--- src/rtl/irq_pkg.sv ---
// irq_pkg: shared sizes, FSM state encoding and helpers for the interrupt
// dispatch front end.
//   NUM_REQ  : number of request lines (fixed at 4)
//   ID_W     : width of a source id
//   state_t  : dispatcher FSM states; 2'b11 is unused and recovers to IDLE
//   id_onehot: decode a source id into a one-hot source vector
package irq_pkg;

  localparam int NUM_REQ = 4;
  localparam int ID_W    = 2;

  typedef enum logic [1:0] {
    IDLE    = 2'b00,
    REQ     = 2'b01,
    SERVICE = 2'b10
  } state_t;

  function automatic logic [NUM_REQ-1:0] id_onehot(input logic [ID_W-1:0] id);
    return 4'b0001 << id;
  endfunction

endpackage

--- src/rtl/irq_prio_enc.sv ---
// irq_prio_enc: combinational 4-to-2 priority encoder with enable.
// Bit 3 has the highest priority.
//   eligible : candidate sources (pending and not masked)
//   en       : encoder enable; when low, nothing is reported
//   id       : index of the highest-priority candidate (0 when none)
//   any      : at least one candidate present while enabled
module irq_prio_enc
  import irq_pkg::*;
(
  input  logic [NUM_REQ-1:0] eligible,
  input  logic               en,
  output logic [ID_W-1:0]    id,
  output logic               any
);

  // Select the highest set bit of eligible, gated by en.
  always_comb begin
    id  = 2'd0;
    any = 1'b0;
    if (en) begin
      any = |eligible;
      casez (eligible)
        4'b1???: id = 2'd3;
        4'b01??: id = 2'd2;
        4'b001?: id = 2'd1;
        default: id = 2'd0;
      endcase
    end else begin
      id  = 2'd0;
      any = 1'b0;
    end
  end

endmodule

--- src/rtl/irq_dispatch.sv ---
// irq_dispatch: captures four level request lines as rising-edge events,
// keeps them pending, and offers the highest-priority unmasked one to a
// consumer through a valid/ack handshake followed by an eoi phase.
//   clk, rst_n : clock, synchronous active-low reset
//   en         : global dispatch enable
//   req        : request lines (rising edge = new event)
//   mask       : per-source dispatch block (1 = blocked)
//   irq_valid  : request offered to consumer (REQ state)
//   irq_id     : id of offered / in-service source
//   irq_ack    : consumer accepts the offered id
//   eoi        : consumer finished servicing the current id
//   pending    : pending event register
//   busy       : high in REQ or SERVICE
module irq_dispatch
  import irq_pkg::*;
(
  input  logic               clk,
  input  logic               rst_n,
  input  logic               en,
  input  logic [NUM_REQ-1:0] req,
  input  logic [NUM_REQ-1:0] mask,
  output logic               irq_valid,
  output logic [ID_W-1:0]    irq_id,
  input  logic               irq_ack,
  input  logic               eoi,
  output logic [NUM_REQ-1:0] pending,
  output logic               busy
);

  logic [NUM_REQ-1:0] req_q_r;
  state_t             state_r;
  logic [NUM_REQ-1:0] rise_s;
  logic [NUM_REQ-1:0] eligible_s;
  logic [NUM_REQ-1:0] clr_s;
  logic [ID_W-1:0]    sel_s;
  logic               any_s;

  assign rise_s     = req & ~req_q_r;
  assign eligible_s = pending & ~mask;

  irq_prio_enc u_prio_enc (
    .eligible (eligible_s),
    .en       (en),
    .id       (sel_s),
    .any      (any_s)
  );

  // Pending bit to clear when the consumer accepts the offered id.
  always_comb begin
    clr_s = 4'b0000;
    if ((state_r == REQ) && irq_ack) begin
      clr_s = id_onehot(irq_id);
    end else begin
      clr_s = 4'b0000;
    end
  end

  // Edge detector and pending register; a new edge wins over an ack clear.
  always_ff @(posedge clk) begin
    if (!rst_n) begin
      req_q_r <= 4'b0000;
      pending <= 4'b0000;
    end else begin
      req_q_r <= req;
      pending <= (pending & ~clr_s) | rise_s;
    end
  end

  // Dispatch FSM with registered handshake outputs; irq_id is latched on
  // entry to REQ so it stays stable through REQ and SERVICE.
  always_ff @(posedge clk) begin
    if (!rst_n) begin
      state_r   <= IDLE;
      irq_valid <= 1'b0;
      irq_id    <= 2'd0;
      busy      <= 1'b0;
    end else begin
      case (state_r)
        IDLE: begin
          if (any_s) begin
            state_r   <= REQ;
            irq_valid <= 1'b1;
            irq_id    <= sel_s;
            busy      <= 1'b1;
          end else begin
            state_r   <= IDLE;
            irq_valid <= 1'b0;
            busy      <= 1'b0;
          end
        end
        REQ: begin
          if (irq_ack) begin
            state_r   <= SERVICE;
            irq_valid <= 1'b0;
          end else begin
            irq_valid <= 1'b1;
          end
          busy <= 1'b1;
        end
        SERVICE: begin
          irq_valid <= 1'b0;
          if (eoi) begin
            state_r <= IDLE;
            busy    <= 1'b0;
          end else begin
            busy    <= 1'b1;
          end
        end
        default: begin
          state_r   <= IDLE;
          irq_valid <= 1'b0;
          busy      <= 1'b0;
        end
      endcase
    end
  end

endmodule

--- config.mk ---
export PLATFORM = sky130hd
export DESIGN_NAME = irq_dispatch
export DESIGN_NICKNAME = d
export VERILOG_FILES = /design/src/rtl/irq_pkg.sv /design/src/rtl/irq_prio_enc.sv /design/src/rtl/irq_dispatch.sv
export SDC_FILE = /design/constraint.sdc
export NUM_CORES = 1
export LEC_CHECK = 0
export ABC_AREA = 1
export CORE_MARGIN = 3
export CORE_UTILIZATION = 35
export DETAILED_ROUTE_END_ITERATION = 12
export PLACE_DENSITY = 0.75
export SLEW_MARGIN = 30
export SYNTH_ARGS = -nofsm -noshare
export SYNTH_HDL_FRONTEND = slang
export SYNTH_SLANG_ARGS = --single-unit
export TNS_END_PERCENT = 5
--- constraint.sdc ---
create_clock -name clk -period 1.4 [get_ports clk]
set_input_delay 0.14 -clock clk [delete_from_list [all_inputs] [get_ports clk]]
set_output_delay 0.14 -clock clk [all_outputs]
set_load 0.01 [all_outputs]
== Word-level counts from Yosys, hierarchy flattened ==
Cells that the tools add are included.
Storage, ports and cells
  register bits after elaboration: 14
  latch bits: 0
  bits in writable memories: 0
  bits in read-only memories: 0
  output and inout port bits: 8
  logic and storage cells: 38
  memories kept: 0
Operators by class
  add/subtract/negate cells: 0
  multipliers: 0
  divide/modulo/power cells: 0
  magnitude comparators: 0
  equality and inequality tests: 6
  shift-type cells: 1
  muxes and demuxes: 13
  bitwise gates (word level): 7
  reduce and logical (&&, ||, !) cells: 5
Operators by type and width (count)
  bitwise AND 4 bit: 3
  NOT 4 bit: 3
  one-hot mux 2 bit (3 select lines): 2
  two-way mux 2 bit: 3
  two-way mux 1 bit: 5
  equality test 2 x 1 -> 1 bit (second input constant): 2
  two-way mux 4 bit: 1
  != test 2 bit (second input constant): 2
  bitwise OR 4 bit: 1
  AND reduction 2 bit: 2
  OR reduction 4 bit: 1
  left shift 1 x 2 -> 4 bit (first input constant): 1
  equality test 3 x 1 -> 1 bit (second input constant): 1
  one-hot mux 1 bit (3 select lines): 1
  equality test 2 bit (second input constant): 1
  logical NOT 2 bit: 1
  one-hot mux 1 bit (2 select lines): 1
  logical AND 1 bit: 1

== Longest topological paths before layout ==
Gate-level depths: netlist of run 1.
  word-level depth: 6
  mapped depth: 9

== Cells and area by module ==
Synthesis of run 1 repeated with hierarchy kept, for this count alone.
Second synthesis, totals
  cell total of the unflattened synthesis: 95
  area total of the unflattened synthesis: 635.6 µm²
Modules (own cells, without submodules)
  irq_dispatch: instances 1, cells each 86, area each 590.6 µm²
  irq_prio_enc: instances 1, cells each 9, area each 45.0 µm²

== Worst setup path after synthesis of run 1 ==
No wires, ideal clock.
  kind: register to register
  start: register pending[2]
  end: register irq_id[0]
  library setup time: 0.113 ns
  data arrival time: 0.839 ns
  data required time: 1.287 ns
  setup slack: 0.448 ns
  cell stages (with the launch flop): 8
  buffers on the path: 0
  cells stage by stage: dfxtp_1 nand2_1 nand2_1 nand2_1 nand2_1 nand2_2 nor2_1 nor2_1
On the way
  word-level cells in the longest chain between the ends: 4
  elaborated cells on any way between the ends: 8
  those cells by class: eq/ne: 2; mux: 3; bitwise: 1; reduce/logical: 2
Ends and longest elaborated chain
  from (decl): RTL line irq_dispatch.sv:26  | output logic [NUM_REQ-1:0] pending,
  from (signal assigned): RTL line irq_dispatch.sv:65  | pending <= (pending & ~clr_s) | rise_s;
  bitwise AND 4 bit *: RTL line irq_dispatch.sv:39  | assign eligible_s = pending & ~mask;
  equality test 3 x 1 -> 1 bit, or another cell as far along: RTL line irq_prio_enc.sv:22  | casez (eligible)
  one-hot mux 2 bit (3 select lines) / two-way mux 1 bit (equally long branches): RTL line irq_prio_enc.sv:22, irq_prio_enc.sv:20
  two-way mux 2 bit / AND reduction 2 bit (equally long branches)
  to (signal assigned): RTL line irq_dispatch.sv:83  | irq_id <= sel_s;
  to (decl): RTL line irq_dispatch.sv:23  | output logic [ID_W-1:0] irq_id,
Mark *: on every way between the ends. The rest lies on a longest branch, timed or not.
A chain may end at the register's enable or synchronous reset.

== Worst setup path after layout of run 1 ==
  start: register irq_id[1]
  end: output port irq_id[1]
No word-level cell between the ends.

==> metrics, run 1 <==
status complete, no violations; final hold violations 0; Routed Antenna Nets 0; die width 46.1 um; CP Data Arrival Time ~1.2 ns; # diodes 0; GR Util All Layers 12.1%; first-pass iteration count of the detailed router 6; clk slew on worst S/H paths 0.08 ns; Routed WL 1.11 mm; Netlist cell types 11; CTS Buf Count 3; core area between 0.001 and 0.0015 sq mm; synthesized area 563 sq um; cts hold-fix bufs 0; worst path buffer plus inverter count 1; sequential share of the synthesized area between 40% and 50%; post-synthesis average cell area 7.31 sq um; period utilization 95.9%; Syn-to-layout area delta 40.7%; # Max-Cap Violations 0; #FFs+latches synth 14; Slew Limit Fails 0; CP Cell Sequence clkdlybuf4s50_1; first-pass GRT wire length 1.84 mm; Clock Skews approximately 0.0052 ns; Top delay family on crit path buffers and inverters; count of final setup violators 0; die area 0.00213 sq mm; CTS sink count 14; Worst Hold Class input pin to register; post-route DRC violation count 0; Worst Tran Pin Value between 0.3 and 0.4 ns; DR vias 518; synth top area cells dfxtp_1 50%, nand2_1 13%, inv_1 11%, nand3_1 9.8%, a21oi_1 3.6%; ratio of cells with drive above 1 in the final layout approximately 8.1%; drt via density 4.54; port buffer count 20; vias in the first global route 482; initial drt markers 11; fmax about 750 MHz; crit start category register; Synth top area share approximately half; pwr/cell area 1070 mW/mm^2; static leakage about 0.00037 uW; nets 114; post-synthesis instance total between 70 and 80; Placer Congestion around 0.7; Final Cell Area 792 sq um; maximum vdd ir drop roughly 0.66 mV; Max H-tree Level 1; Initial Utilization between 40% and 50%; post-synth top area cell dfxtp_1; total negative slack 0 ns; FP Rows 13; WS Path Type register to primary output; Required @ worst endpoint 1.26 ns; largest net degree at the start of global routing 11; Ys Warns 0; DP HPWL about 870 um; element type at the critical path end primary output; die height 46.1 um; CP Max Fanout 5; Post-CTS Setup Bufs 0; RSZ-0062 raised after global routing no; dpl cell area 768 sq um; CTS max path bufs 2; drt wl/cell roughly 10 um; initial antenna violation count 0; clk_lat worst skew 0.28 ns; CTS tree done; slowest library cell on the worst path clkdlybuf4s50_1; Max-slew headroom 76.3%; GRT overflow 0; Synthesized Nets 90; peak per-stage delay on the critical path 0.54 ns; # IOs 21; clk root buf clkbuf_4; Period minus WS final 1.34 ns
==> cell usage after synthesis <==
library cell and instances:
a21oi_2 1, inv_1 16, nand2_2 2, nor2_1 4, o21ai_0 4, nand3_1 11
a21oi_1 4, clkbuf_8 1, nor2_2 1, dfxtp_1 14, nand2_1 19
==> state kept, by name, indices dropped and copies added, names as in the netlist <==
signal and cells:
req_q_r 4, irq_valid 1, irq_id 2, state_r 2, busy 1, pending 4
==> final timing paths <==
path	start	endpoint	slack, ns	cells after the start
worst max-delay path	irq_id[1]	irq_id[1]	0.06	1
worst min-delay path	req[1]	req_q_r[1]	0.40	3
worst max register to register	state_r[1]	pending[1]	0.38	6
worst min register to register	req_q_r[0]	pending[0]	0.41	1
==> stage by stage <==
stage | cells | power (uW) | util [%] | setup WS [ns] | hold slack, ns
3_3_place_gp | 111 | 636 | 54.9 | 0.158 | 0.401
3_5_place_dp | 111 | 640 | 54.9 | 0.143 | 0.411
4_1_cts | 114 | 863 | 56.6 | 0.0482 | 0.394
6_report | 114 | 849 | 56.6 | 0.0578 | 0.402
2_1_floorplan | 77 | 548 | - | 0.448 | 0.247
5_1_grt | 114 | 900 | 56.6 | 0.00965 | 0.419
==> layout by cell type, fill, tap and decap left out <==
cell type,n
clkbuf_4,3
dfxtp_1,13
a21oi_1,4
o21ai_0,4
dfxtp_2,1
nand3_1,11
nand2_2,2
nor2_1,4
inv_1,16
a21oi_2,1
clkdlybuf4s50_1,20
nor2_2,1
nand2_1,19
==> cell type report <==
class | instances | area (sq um)
fillers | 143 | 607
flip-flops and latches | 14 | 282
multi-input cells | 46 | 209
repair buffers | 20 | 200
inverters | 16 | 60.1
clock buffers | 3 | 22.5
well taps | 15 | 18.8
==> repair_timing <==
action                     CTS  global route
resized for setup            1             0
setup endpoints to repair    1             0
hold endpoints to repair     0             0
==> cell families (layout without fill, tap and decap cells) <==
| kind of cell | after synthesis | in the layout | synth area share, % |
|---|---|---|---|
| compound gates | 9 | 9 | 8.67 |
| simple gates | 37 | 37 | 28.4 |
| flops | 14 | 14 | 49.8 |
| buf+inv | 17 | 39 | 13.1 |
==> where the power goes <==
part / switching (uW) / internal [uW]
Sequential: 21.8 / 433
Combinational: 79.2 / 96.6
Clock: 119 / 99.7
Total: 220 / 629
==> routing by layer <==
metal | up-vias | share of wire [%] | track usage (%)
met5 | - | 0 | 0
met4 | 0 | 0.18 | 1.70
met3 | 2 | 7.6 | 5.86
met2 | 18 | 44 | 20.6
met1 | 216 | 49 | 13.8
li1 | 282 | - | -
Power figures use the tool's default switching activity.
==> run 2: changes to the inputs <==
- CORE_UTILIZATION: 35 -> 40
- PLACE_DENSITY: 0.75 -> 0.82
==> metrics, run 2 (synthesis gave the netlist of run 1 again) <==
status complete, no violations; CTS max path bufs 2 (unchanged); peak per-stage delay on the critical path 0.56 ns (+0.02 ns); Routed Antenna Nets 0 (unchanged); DR vias 540 (+4.2%); DP HPWL 943 um (+8.7%); biggest regs pending: 4 flops, req_q_r: 4 flops; # IOs 21 (unchanged); CP Max Fanout 4 (-1); Worst Hold Class input pin to register; Max H-tree Level 1 (unchanged); first-pass GRT wire length 1.93 mm (+4.9%); CP Data Arrival Time 1.23 ns (+0.03 ns); Resized cells post-CTS 1 (unchanged); first-pass iteration count of the detailed router 4 (-2); Routed WL 1.17 mm (+5.1%); post-route worst setup slack 0.0308 ns (-0.0270 ns); final hold violations 0 (unchanged); RSZ-0062 raised after global routing no; GR Util All Layers 13.0% (+0.97 points); CP Cell Sequence clkdlybuf4s50_1; Required @ worst endpoint 1.26 ns (about the same); Placer Congestion 0.765 (+6.8%); die width 43.5 um (-5.6%); drt via density 4.70 (+3.3%); initial antenna violation count 0 (unchanged); CTS Buf Count 3 (unchanged); initial drt markers 7 (-4); commonest non-fill, non-tap cell in the layout clkdlybuf4s50_1; clk root buf clkbuf_4; FP Rows 12 (-1); count of final setup violators 0 (unchanged); die area 0.00189 sq mm (-11%); nets 115 (+0.88%); clk slew on worst S/H paths 0.08 ns (about the same); Initial Utilization 46.3% (+6.0 points); clk_lat worst skew 0.28 ns (about the same); # fillers 98 (-31%); commonest non-fill, non-tap cells in the layout 20 x clkdlybuf4s50_1, 19 x nand2_1, 16 x inv_1, 13 x dfxtp_1, 11 x nand3_1; Clock Skews 0.00419 ns (-0.00103 ns); die height 43.5 um (-5.6%); Post-CTS Setup Bufs 0 (unchanged); drt wl/cell 10.1 um (+4.2%); Max-slew headroom 85.7% (+9.4 points); maximum vdd ir drop 0.740 mV (+13%); Slew Limit Fails 0 (unchanged); # diodes 0 (unchanged); Worst Tran Pin Value 0.213 ns (-0.140 ns); ratio of cells with drive above 1 in the final layout 9.90% (+1.8 points); static leakage 0.000381 uW (+3.2%); CTS tree done; period utilization 97.8% (+1.9 points); GRT overflow 0 (unchanged); port buffer count 20 (unchanged); largest net degree at the start of global routing 9 (-2); total negative slack 0 ns (unchanged); worst path buffer plus inverter count 1 (unchanged); post-route DRC violation count 0 (unchanged); slowest library cell on the worst path clkdlybuf4s50_1; core area 0.00122 sq mm (-13%); # Max-Cap Violations 0 (unchanged); pre-CTS setup slack 0.129 ns (-0.0138 ns); CTS sink count 14 (unchanged); Syn-to-layout area delta 44.2%; final core occ 66.8% (+10 points); cts hold-fix bufs 0 (unchanged); Period minus WS final 1.37 ns (+0.0270 ns); pwr/cell area 1140 mW/mm^2 (+6.0%); crit start category register; fmax 730 MHz (-2.0%); WS Path Type register to primary output; vias in the first global route 479 (-0.62%); element type at the critical path end primary output; Top delay family on crit path buffers and inverters
==> run 2: area by class of cell <==
class	count	area (sq um)	share of cell area, %
well taps	14	17.5	2.16
clock buffers	4	36.3	4.47
repair buffers	21	208	25.6
inverters	16	60.1	7.40
flip-flops and latches	14	282	34.7
multi-input cells	46	209	25.7
==> run 2: worst paths after layout <==
kind	from	end	slack (ns)	cells after the start
max	pending[1]	pending[1]	0.03	1
min	req[0]	req_q_r[0]	0.40	3
max reg2reg	state_r[1]	pending[1]	0.36	6
min reg2reg	req_q_r[0]	pending[0]	0.42	1
==> run 2: through the flow <==
stage / hold WS [ns] / power (uW) / instances / instance area (sq um)
after global placement: 0.401 / 640 / 111 / 774
after detailed placement: 0.407 / 646 / 111 / 774
after global routing: 0.420 / 970 / 115 / 812
final: 0.396 / 923 / 115 / 812
after CTS: 0.398 / 929 / 115 / 812
after floorplan: 0.247 / 548 / 77 / 563
==> run 2: metal layers <==
layer  vias to the layer above  track usage [%]  wire length [um]
met4                         0             3.61                11
met2                        19             20.4               524
met3                         2             3.32                70
met5                         -                0                 0
li1                        284                -                 -
met1                       235             17.8               558
==> run 2: where the power goes <==
| group | internal, uW | total (uW) | switching [uW] |
|---|---|---|---|
| clock network | 158 | 286 | 128 |
| registers | 433 | 455 | 22.4 |
| logic | 98.5 | 182 | 83.3 |
| total | 689 | 923 | 234 |
